File: src/rtl/bk8_serial_sub_if.sv
// Valid/ready operand and result stream bundle for bk8_serial_sub.
// master drives operands and consumes results; slave is the subtractor side.
interface bk8_serial_sub_if;
   logic       in_valid;
   logic       in_ready;
   logic [7:0] in_a;
   logic [7:0] in_b;
   logic       in_last;
   logic       out_valid;
   logic       out_ready;
   logic [7:0] out_diff;
   logic       out_last;
   logic       out_borrow;
   logic       out_zero;
   logic       out_ovf;

   modport master (
      output in_valid, in_a, in_b, in_last, out_ready,
      input  in_ready, out_valid, out_diff, out_last, out_borrow, out_zero, out_ovf
   );

   modport slave (
      input  in_valid, in_a, in_b, in_last, out_ready,
      output in_ready, out_valid, out_diff, out_last, out_borrow, out_zero, out_ovf
   );
endinterface

File: src/rtl/bk8_serial_sub.sv
// Byte-serial multi-byte subtractor (A - B, LSB first) on an 8-bit Brent-Kung slice.
// Optional signed-overflow flag enabled by defining BKSUB_OVF_EN.
module bk8_serial_sub (
   input  logic              clk,
   input  logic              rst_n,
   bk8_serial_sub_if.slave   bus
);

   typedef enum logic {IDLE, ACCUM} state_t;

   state_t     state_q, state_d;
   logic       c_q, c_d;
   logic       z_q, z_d;
   logic       out_valid_q, out_valid_d;
   logic [7:0] out_diff_q, out_diff_d;
   logic       out_last_q, out_last_d;
   logic       out_borrow_q, out_borrow_d;
   logic       out_zero_q, out_zero_d;

   logic       in_ready;
   logic       accept;
   logic       cin;
   logic       zin;
   logic       diff_zero;
   logic       c_next;
   logic [7:0] diff;
   logic [8:0] cy;
   logic [7:0] g, p, g1, p1, g2, p2, g3, p3, gf, pf;

   // ---------------- Brent-Kung prefix slice: a + ~b + cin ----------------
   always_comb begin
      g  = bus.in_a & ~bus.in_b;
      p  = bus.in_a ^ ~bus.in_b;
      g1 = g;
      p1 = p;
      for (int unsigned i = 1; i < 8; i += 2) begin
         g1[i] = g[i] | (p[i] & g[i-1]);
         p1[i] = p[i] & p[i-1];
      end
      g2    = g1;
      p2    = p1;
      g2[3] = g1[3] | (p1[3] & g1[1]);
      p2[3] = p1[3] & p1[1];
      g2[7] = g1[7] | (p1[7] & g1[5]);
      p2[7] = p1[7] & p1[5];
      g3    = g2;
      p3    = p2;
      g3[7] = g2[7] | (p2[7] & g2[3]);
      p3[7] = p2[7] & p2[3];
      // Reverse tree fills the remaining group spans from bit 0
      gf    = g3;
      pf    = p3;
      gf[5] = g3[5] | (p3[5] & g3[3]);
      pf[5] = p3[5] & p3[3];
      gf[2] = g3[2] | (p3[2] & g3[1]);
      pf[2] = p3[2] & p3[1];
      gf[4] = g3[4] | (p3[4] & g3[3]);
      pf[4] = p3[4] & p3[3];
      gf[6] = g3[6] | (p3[6] & gf[5]);
      pf[6] = p3[6] & pf[5];
      cy[0] = cin;
      for (int unsigned i = 0; i < 8; i++) begin
         cy[i+1] = gf[i] | (pf[i] & cin);
      end
      diff   = p ^ cy[7:0];
      c_next = cy[8];
   end

   // ---------------- FSM: state register ----------------
   always_ff @(posedge clk or negedge rst_n) begin
      if (!rst_n) state_q <= IDLE;
      else        state_q <= state_d;
   end

   // ---------------- FSM: next state ----------------
   always_comb begin
      state_d = state_q;
      if (accept) begin
         state_d = bus.in_last ? IDLE : ACCUM;
      end
   end

   // ---------------- FSM: outputs / handshake ----------------
   always_comb begin
      in_ready  = ~out_valid_q | bus.out_ready;
      accept    = bus.in_valid & in_ready;
      cin       = (state_q == IDLE) ? 1'b1 : c_q;
      zin       = (state_q == IDLE) ? 1'b1 : z_q;
      diff_zero = (diff == '0);
   end

   // ---------------- Datapath next state ----------------
   always_comb begin
      c_d          = c_q;
      z_d          = z_q;
      out_valid_d  = out_valid_q;
      out_diff_d   = out_diff_q;
      out_last_d   = out_last_q;
      out_borrow_d = out_borrow_q;
      out_zero_d   = out_zero_q;
      if (accept) begin
         c_d          = bus.in_last ? 1'b1 : c_next;
         z_d          = bus.in_last ? 1'b1 : (zin & diff_zero);
         out_valid_d  = 1'b1;
         out_diff_d   = diff;
         out_last_d   = bus.in_last;
         out_borrow_d = bus.in_last & ~c_next;
         out_zero_d   = bus.in_last & zin & diff_zero;
      end else if (bus.out_ready) begin
         out_valid_d  = 1'b0;
      end
   end

   always_ff @(posedge clk or negedge rst_n) begin
      if (!rst_n) begin
         c_q          <= 1'b1;
         z_q          <= 1'b1;
         out_valid_q  <= 1'b0;
         out_diff_q   <= '0;
         out_last_q   <= 1'b0;
         out_borrow_q <= 1'b0;
         out_zero_q   <= 1'b0;
      end else begin
         c_q          <= c_d;
         z_q          <= z_d;
         out_valid_q  <= out_valid_d;
         out_diff_q   <= out_diff_d;
         out_last_q   <= out_last_d;
         out_borrow_q <= out_borrow_d;
         out_zero_q   <= out_zero_d;
      end
   end

`ifdef BKSUB_OVF_EN
   logic ovf_q, ovf_d;

   always_comb begin
      ovf_d = ovf_q;
      if (accept) begin
         ovf_d = bus.in_last & (bus.in_a[7] != bus.in_b[7]) & (diff[7] != bus.in_a[7]);
      end
   end

   always_ff @(posedge clk or negedge rst_n) begin
      if (!rst_n) ovf_q <= 1'b0;
      else        ovf_q <= ovf_d;
   end

   assign bus.out_ovf = ovf_q;
`else
   assign bus.out_ovf = 1'b0;
`endif

   assign bus.in_ready   = in_ready;
   assign bus.out_valid  = out_valid_q;
   assign bus.out_diff   = out_diff_q;
   assign bus.out_last   = out_last_q;
   assign bus.out_borrow = out_borrow_q;
   assign bus.out_zero   = out_zero_q;

endmodule

File: src/flat_wrapper.sv
// flat-port wrapper written by rule: the top's interface ports become plain ports
module bk8_serial_sub_flat 
  (clk, rst_n, bus_in_valid, bus_in_a, bus_in_b, bus_in_last, bus_out_ready, bus_in_ready, bus_out_valid, bus_out_diff, bus_out_last, bus_out_borrow, bus_out_zero, bus_out_ovf);
  bk8_serial_sub_if bus_i ();
  input  logic clk;
  input  logic rst_n;
  input wire logic [$bits(bus_i.in_valid)-1:0] bus_in_valid;
  input wire logic [$bits(bus_i.in_a)-1:0] bus_in_a;
  input wire logic [$bits(bus_i.in_b)-1:0] bus_in_b;
  input wire logic [$bits(bus_i.in_last)-1:0] bus_in_last;
  input wire logic [$bits(bus_i.out_ready)-1:0] bus_out_ready;
  output wire logic [$bits(bus_i.in_ready)-1:0] bus_in_ready;
  output wire logic [$bits(bus_i.out_valid)-1:0] bus_out_valid;
  output wire logic [$bits(bus_i.out_diff)-1:0] bus_out_diff;
  output wire logic [$bits(bus_i.out_last)-1:0] bus_out_last;
  output wire logic [$bits(bus_i.out_borrow)-1:0] bus_out_borrow;
  output wire logic [$bits(bus_i.out_zero)-1:0] bus_out_zero;
  output wire logic [$bits(bus_i.out_ovf)-1:0] bus_out_ovf;
  assign bus_i.in_valid = bus_in_valid;
  assign bus_i.in_a = bus_in_a;
  assign bus_i.in_b = bus_in_b;
  assign bus_i.in_last = bus_in_last;
  assign bus_i.out_ready = bus_out_ready;
  assign bus_in_ready = bus_i.in_ready;
  assign bus_out_valid = bus_i.out_valid;
  assign bus_out_diff = bus_i.out_diff;
  assign bus_out_last = bus_i.out_last;
  assign bus_out_borrow = bus_i.out_borrow;
  assign bus_out_zero = bus_i.out_zero;
  assign bus_out_ovf = bus_i.out_ovf;
  bk8_serial_sub u_core (.clk(clk), .rst_n(rst_n), .bus(bus_i));
endmodule
File: config.mk
export PLATFORM = sky130hd
export DESIGN_NAME = bk8_serial_sub_flat
export DESIGN_NICKNAME = d
export VERILOG_FILES = /design/src/rtl/bk8_serial_sub_if.sv /design/src/rtl/bk8_serial_sub.sv /design/src/flat_wrapper.sv
export SDC_FILE = /design/constraint.sdc
export NUM_CORES = 1
export LEC_CHECK = 0
export BUFFER_PORTS_ARGS = -buffer_cell sky130_fd_sc_hd__buf_4
export CAP_MARGIN = 20
export CORE_ASPECT_RATIO = 1.25
export CORE_MARGIN = 5
export CORE_UTILIZATION = 49
export DETAILED_ROUTE_END_ITERATION = 6
export GPL_ROUTABILITY_DRIVEN = 0
export GPL_TIMING_DRIVEN = 0
export PLACE_DENSITY = 0.78
export SLEW_MARGIN = 30
export SYNTH_ARGS = -nofsm -noshare
export SYNTH_HDL_FRONTEND = slang
export SYNTH_SLANG_ARGS = --single-unit
File: constraint.sdc
create_clock -name clk -period 2.21 [get_ports clk]
set_input_delay 0.1105 -clock clk [delete_from_list [all_inputs] [get_ports clk]]
set_output_delay 0.1105 -clock clk [all_outputs]
set_load 0.05 [all_outputs]
==> results.txt, run 1 <==
Met2 WL -> 1200 µm
Yosys warning total -> 0
Count of endpoints failing setup in the final report -> 0
Via count of the first global-routing pass -> 941
Routed metal-1 wirelength -> 902 µm
Total area of multi-input combinational cells -> 593 µm²
Number of synthesized register bits -> 15
Fin Setup TNS -> 0 ps
Clock sinks -> 15
# port buffers -> 33
DR DRC count -> 0
Data arrival time at the worst-slack endpoint -> 2140 ps
Top routing layer in use -> met4
Number of buffers on the longest clock path -> 2
Total number of H-tree levels -> 1
Largest voltage drop on the vdd net -> 0.000452 V
Pin count of the biggest net entering global routing -> 16
Count of maximum capacitance violations -> 0
Filler Cells Inserted -> 160
Initial core utilization -> 51.6%
Met3 routed WL -> 108 µm
Placed instance area -> 1310 µm²
Vert. Die Dim -> 61.4 µm
Total number of vias -> 892
Die Outline Area -> 3140 µm²
Drt first-iter violations -> 8
Endpoint class of the critical path -> flip-flop
Pre-antenna DRT Iters -> 4
Total Wirelength -> 2230 µm
Overall global routing resource usage -> 16.3%
Post-Synthesis Net Count -> 141
Logic gate share of total power -> 47.5%
Share of the synthesized area in the top cell type -> 31.4%
Antenna diodes -> 0
Number of standard-cell rows in the floorplan -> 18
Clk network pwr share -> 16.1%
Share of total power in sequential cells -> 36.4%
Internal portion of total power -> 0.562 mW
Final standard cell count with taps included and fillers excluded -> 169
Required time at the endpoint of the critical path -> 2380 ps
Post-DR vias/cell -> 5.28
Insertion delay of the later-clocked pin in the worst-skew pair -> 270 ps
Area growth from synthesis to final layout -> 29.9%
Clock skew -> 2.67 ps
Total Nets Final -> 180
TritonCTS clock tree -> yes
Congestion Overflow GR -> 0
Leakage power of the design -> 0.685 nW
Post-synth design cell area -> 1030 µm²
Count of pins over their slew limit -> 0
I/O Pins -> 35
Inst Count DP -> 164
CTS Root Buffer Type -> sky130_fd_sc_hd__clkbuf_4
Crit path setup slack, layout -> 238 ps
Smallest hold slack -> 45.8 ps
Post-CTS clock slew at the launch and capture registers of the worst setup and hold paths -> 90 ps
Critical Path Fanout Max -> 6
Average cell area after synthesis -> 9.32 µm²
Share of total power consumed by net switching -> 41.9%
Number of nets with antenna violations after routing -> 0
Sequential cell area -> 378 µm²
Unrepaired setup endpoints after global routing -> false
Number of flops mapped to enable cells by yosys -> 0
Number of setup buffers added after CTS -> 0
Width of the die -> 51.1 µm
Time the worst path needs with I/O delays and setup -> 1970 ps
Share of final-layout standard cells stronger than drive strength 1 -> 30.2%
TritonCTS Buffers -> 3
Wire length per cell after detailed routing -> 13.2 µm
Number of failing hold endpoints at the final stage -> 0
Post-DP HPWL -> 1870 µm
Design Area, Final -> 1340 µm²
Pre-CTS setup slack -> 24.7 ps
Fmax -> 507 MHz
CP startpoint kind -> flip-flop
Power per unit of standard cell area -> 720 nW/µm²
Share of async-settable or async-resettable flops after synthesis -> 100%
Sw power -> 0.405 mW
Post-synthesis cell type with the largest combined area -> sky130_fd_sc_hd__dfrtp_1
Total power consumption of the routed design -> 0.967 mW
Number of cells produced by synthesis -> 111
Netlist cell types -> 35
Sequential-to-total area share from yosys stat -> 36.5%
Top area cells in the synthesized netlist -> sky130_fd_sc_hd__dfrtp_1, sky130_fd_sc_hd__ha_1, sky130_fd_sc_hd__nand2_1, sky130_fd_sc_hd__dfstp_2, sky130_fd_sc_hd__inv_1
Outcome -> completed
Final critical-path share of the clock period -> 89.2%
Worst min path class -> in2reg
Area inside the core boundary -> 2000 µm²
Wire length of the first global-routing pass -> 3890 µm
Final core area utilization -> 67.0%
Most used flip-flop cell after synthesis -> sky130_fd_sc_hd__dfrtp_1
Type of the setup path with the least slack -> reg2reg
Antenna violations before repair -> 0
-- placed cells by master (no fill, tap or decap), types with 2 or more instances in the layout --
cell type / count
sky130_fd_sc_hd__nand2b_1: 3
sky130_fd_sc_hd__inv_1: 12
sky130_fd_sc_hd__o31ai_1: 3
sky130_fd_sc_hd__and2_1: 3
sky130_fd_sc_hd__nor2_1: 5
sky130_fd_sc_hd__buf_4: 34
sky130_fd_sc_hd__dfstp_2: 2
sky130_fd_sc_hd__o21ai_0: 7
sky130_fd_sc_hd__clkbuf_4: 3
sky130_fd_sc_hd__ha_1: 8
sky130_fd_sc_hd__a21boi_0: 2
sky130_fd_sc_hd__dfrtp_1: 13
sky130_fd_sc_hd__xor2_1: 4
sky130_fd_sc_hd__nand3_1: 2
sky130_fd_sc_hd__clkbuf_1: 4
sky130_fd_sc_hd__o211ai_1: 2
sky130_fd_sc_hd__xnor2_1: 3
sky130_fd_sc_hd__mux2i_1: 2
sky130_fd_sc_hd__a21oi_1: 2
sky130_fd_sc_hd__nand2_1: 16
sky130_fd_sc_hd__nor3_1: 3
-- power groups by stage --
stage / clock network (mW) / logic [mW] / registers (mW)
2_1_floorplan: 0 / 0.178 / 0.498
3_3_place_gp: 0 / 0.453 / 0.356
3_5_place_dp: 0 / 0.461 / 0.358
4_1_cts: 0.158 / 0.464 / 0.353
5_1_grt: 0.176 / 0.496 / 0.360
6_report: 0.156 / 0.459 / 0.352
-- worst paths after layout --
kind	from	to	slack (ps)	cells past startpoint
worst min-delay path	bus_in_valid	u_core.bus.out_valid$_DFFE_PN0P_	50	2
worst max-delay path	u_core.c_q$_DFFE_PN1P_	u_core.bus.out_diff[7]$_DFFE_PN0P_	240	6
min in group asynchronous	rst_n	u_core.bus.out_borrow$_DFFE_PN0P_	230	2
worst max register to register	u_core.c_q$_DFFE_PN1P_	u_core.bus.out_diff[7]$_DFFE_PN0P_	240	6
max in group asynchronous	rst_n	u_core.z_q$_DFFE_PN1P_	1730	2
worst min register to register	u_core.bus.out_diff[0]$_DFFE_PN0P_	u_core.bus.out_diff[0]$_DFFE_PN0P_	490	2
-- layer usage --
metal	GRT usage [%]	up-vias
met5	0	-
met4	5.77	0
met3	2.18	2
met2	31.3	22
met1	18.3	414
li1	-	454
-- cell usage after synthesis (3+ instances only) --
cell,count
sky130_fd_sc_hd__xnor2_1,3
sky130_fd_sc_hd__o21ai_0,7
sky130_fd_sc_hd__and2_1,3
sky130_fd_sc_hd__nor3_1,3
sky130_fd_sc_hd__o31ai_1,3
sky130_fd_sc_hd__ha_1,8
sky130_fd_sc_hd__nand2_1,16
sky130_fd_sc_hd__nand2b_1,3
sky130_fd_sc_hd__inv_1,12
sky130_fd_sc_hd__xor2_1,4
sky130_fd_sc_hd__dfrtp_1,13
sky130_fd_sc_hd__clkbuf_1,3
sky130_fd_sc_hd__nor2_1,5
-- layout make-up --
class / instances / area share, %
well taps: 20 / 1.86
inverters: 12 / 3.35
flip-flops and latches: 15 / 28.1
repair buffers: 34 / 19.2
plain buffers: 4 / 1.40
clock buffers: 4 / 1.96
multi-input cells: 80 / 44.1
-- worst max-delay path, stage by stage, from the launching register on --
cell and delay [ps]:
sky130_fd_sc_hd__dfstp_2 380, sky130_fd_sc_hd__nand2b_4 150, sky130_fd_sc_hd__a31o_4 270, sky130_fd_sc_hd__a221oi_4 380, sky130_fd_sc_hd__o311ai_2 200, sky130_fd_sc_hd__xor2_1 200, sky130_fd_sc_hd__mux2_2 290
-- timing repair --
item / CTS / global route
gates resized for setup: 0 / 0
hold endpoints to repair: 15 / 0
hold buffers: 1 / 0
-- flip-flops by register name, summed over array words and instances (netlist names) --
| register | cells |
|---|---|
| u_core.bus.out_last | 1 |
| u_core.bus.out_valid | 1 |
| u_core.bus.out_diff | 8 |
| u_core.bus.out_zero | 1 |
| u_core.state_q | 1 |
| u_core.c_q | 1 |
| u_core.bus.out_borrow | 1 |
| u_core.z_q | 1 |
-- cells by family after synthesis --
| kind of cell | count (synthesis) | synth area share [%] |
|---|---|---|
| AND/OR/NAND/NOR | 36 | 16.9 |
| AO/OA/AOI/OAI | 24 | 19.5 |
| buffers and inverters | 16 | 6.17 |
| flip-flops | 15 | 36.5 |
| adder cells (fa/ha/maj) | 9 | 11.6 |
| XOR/XNOR | 7 | 5.93 |
| multiplexers | 3 | 3.02 |
| other | 1 | 0.362 |
(Power assumes the default switching activity.)
==> inputs of run 2 (changes only) <==
Settings changed: CORE_UTILIZATION 49 to 53, PLACE_DENSITY 0.78 to 0.84.
Clock period 2.21 ns to 2.4 ns, I/O delays scaled along.
==> run 2 against run 1 <==
Compared with the run above:
- wire length decreased by 4.9%
- die area decreased by 6.2%
- combinational power decreased by 8.3%
- critical path type unchanged
- largest power group unchanged
==> results.txt, run 2 (synthesis results as in run 1) <==
Via count of the first global-routing pass -> 941 (unchanged)
Pre-antenna DRT Iters -> 5 (+1)
Insertion delay of the later-clocked pin in the worst-skew pair -> 280 ps (about the same)
Area growth from synthesis to final layout -> 29.9% (unchanged)
Worst-path cell with the longest stage delay -> sky130_fd_sc_hd__a221oi_4
CP startpoint kind -> flip-flop
Origin of the critical flop-to-flop path -> u_core.c_q$_DFFE_PN1P_
Initial core utilization -> 54.1% (+2.4 points)
Die Outline Area -> 2940 µm² (-6.2%)
Wire length of the first global-routing pass -> 3850 µm (-1.1%)
Total Nets Final -> 180 (unchanged)
Filler Cells Inserted -> 150 (-6.3%)
Unrepaired setup endpoints after global routing -> false
Max reg flops -> 8 (unchanged)
Share of total power in sequential cells -> 36.5% (about the same)
Outcome -> completed
Number of buffers on the longest clock path -> 2 (unchanged)
Power per unit of standard cell area -> 660 nW/µm² (-8.2%)
Internal portion of total power -> 0.518 mW (-7.8%)
Share of total power consumed by net switching -> 41.7% (-0.27 points)
Clock sinks -> 15 (unchanged)
Clock skew -> 1.40 ps (-1.27 ps)
Area inside the core boundary -> 1910 µm² (-4.5%)
Post-CTS clock slew at the launch and capture registers of the worst setup and hold paths -> 90 ps (about the same)
TritonCTS Buffers -> 3 (unchanged)
Data arrival time at the worst-slack endpoint -> 2150 ps (about the same)
Smallest hold slack -> 39.4 ps (-6.42 ps)
DR DRC count -> 0 (unchanged)
Number of standard-cell rows in the floorplan -> 18 (unchanged)
Resized cells post-CTS -> 0 (unchanged)
Logic gate share of total power -> 47.4% (about the same)
Series of cell instances along the critical path -> nand2b_4 > a31o_4 > a221oi_4 > o311ai_2 > xor2_1 > mux2_2
Post-DR vias/cell -> 5.31 (+0.67%)
Reg2reg setup slack -> 420 ps (+180 ps)
Drt first-iter violations -> 23 (+15)
Endpoint class of the critical path -> flip-flop
Number of failing hold endpoints at the final stage -> 0 (unchanged)
I/O Pins -> 35 (unchanged)
Count of pins over their slew limit -> 0 (unchanged)
Critical Path Fanout Max -> 6 (unchanged)
TritonCTS clock tree -> yes
Type of the setup path with the least slack -> reg2reg
Worst min path class -> in2reg
Endpoint of the worst hold-timing path -> u_core.bus.out_valid$_DFFE_PN0P_
CTS Root Buffer Type -> sky130_fd_sc_hd__clkbuf_4
Number of nets with antenna violations after routing -> 0 (unchanged)
Post-DP HPWL -> 1780 µm (-5.0%)
Largest voltage drop on the vdd net -> 0.000353 V (-22%)
Total number of H-tree levels -> 1 (unchanged)
Final critical-path share of the clock period -> 82.4% (-6.8 points)
Fin Setup TNS -> 0 ps (unchanged)
Clk network pwr share -> 16.1% (about the same)
Leading cell type in the layout, fill and taps excluded -> sky130_fd_sc_hd__buf_4
Most frequent cells in the layout -> sky130_fd_sc_hd__buf_4, sky130_fd_sc_hd__nand2_1, sky130_fd_sc_hd__dfrtp_1, sky130_fd_sc_hd__inv_1, sky130_fd_sc_hd__ha_1
Cell depth of the worst hold path -> 2 (unchanged)
Total number of vias -> 898 (+0.67%)
Count of maximum capacitance violations -> 0 (unchanged)
Time the worst path needs with I/O delays and setup -> 1980 ps (+5.20 ps)
Logic depth of the worst register-to-register path -> 6 (unchanged)
Width of the die -> 49.5 µm (-3.1%)
Vert. Die Dim -> 59.4 µm (-3.2%)
Count of endpoints failing setup in the final report -> 0 (unchanged)
Fmax -> 506 MHz (-0.26%)
Total Wirelength -> 2120 µm (-4.9%)
Required time at the endpoint of the critical path -> 2570 ps (+190 ps)
Leakage power of the design -> 0.685 nW (unchanged)
Antenna violations before repair -> 0 (unchanged)
Wire length per cell after detailed routing -> 12.6 µm (-4.9%)
Sw power -> 0.370 mW (-8.8%)
Min-Delay Startpoint -> bus_in_valid
Share of final-layout standard cells stronger than drive strength 1 -> 30.2% (unchanged)
Worst R2R End -> u_core.bus.out_diff[7]$_DFFE_PN0P_
Maximum cell stage delay along the critical path -> 390 ps (about the same)
Overall global routing resource usage -> 16.2% (-0.018 points)
# port buffers -> 33 (unchanged)
Congestion Overflow GR -> 0 (unchanged)
Antenna diodes -> 0 (unchanged)
Pin count of the biggest net entering global routing -> 16 (unchanged)
## run 2: cell type report
class                      instances  area (µm²)  area share [%]
tap                               20        25.0            1.86
sequential                        15         378            28.1
buffer                             4        18.8            1.40
multi-input combinational         80         593            44.1
timing repair buffer              34         258            19.2
inverter                          12        45.0            3.35
clock buffer                       4        26.3            1.96
## run 2: worst max path at each step
| stage | start | endpoint | slack, ps |
|---|---|---|---|
| 6_report | u_core.c_q$_DFFE_PN1P_ | u_core.bus.out_diff[7]$_DFFE_PN0P_ | 420 |
| 5_1_grt | u_core.c_q$_DFFE_PN1P_ | u_core.bus.out_zero$_DFFE_PN0P_ | 280 |
| 4_1_cts | u_core.c_q$_DFFE_PN1P_ | u_core.bus.out_diff[7]$_DFFE_PN0P_ | 420 |
| 3_5_place_dp | bus_in_b[1] | u_core.bus.out_diff[7]$_DFFE_PN0P_ | 200 |
| 3_3_place_gp | bus_in_b[1] | u_core.bus.out_diff[7]$_DFFE_PN0P_ | 250 |
| 2_1_floorplan | u_core.bus.out_valid$_DFFE_PN0P_ | u_core.z_q$_DFFE_PN1P_ | 440 |
## run 2: critical path, delay by kind of cell (launching register included)
kind             cells  cell delay (ps)
multiplexers         1              290
XOR/XNOR             1              200
AO/OA/AOI/OAI        3              840
AND/OR/NAND/NOR      1              150
flip-flops           1              380
## run 2: per-stage QoR
stage	total power, mW	instance area [µm²]	setup slack [ps]	utilization [%]	cells
after detailed placement	0.751	1310	200	68.3	164
after global placement	0.741	1310	252	68.3	164
after CTS	0.894	1340	416	70.2	169
after global routing	0.942	1340	284	70.2	169
final	0.888	1340	423	70.2	169
after floorplan	0.622	1030	438	-	111
## run 2: what timing repair did
item                      4_1_cts  5_1_grt
hold buffers                    1        0
buffers inserted                0        0
hold endpoints to repair       15        0
## run 2: layer usage
metal | global-route usage (%) | part of all wire (%) | vias to the layer above
li1 | - | - | 454
met1 | 19.3 | 39 | 415
met2 | 28.5 | 55 | 27
met3 | 3.27 | 4.9 | 2
met4 | 6.37 | 1.2 | 0
met5 | 0 | 0 | -
## run 2: power by group through the flow
stage	sequential [mW]	combinational [mW]	clock, mW
2_1_floorplan	0.458	0.164	0
3_3_place_gp	0.327	0.414	0
3_5_place_dp	0.329	0.422	0
4_1_cts	0.324	0.424	0.146
5_1_grt	0.329	0.459	0.154
6_report	0.324	0.421	0.143
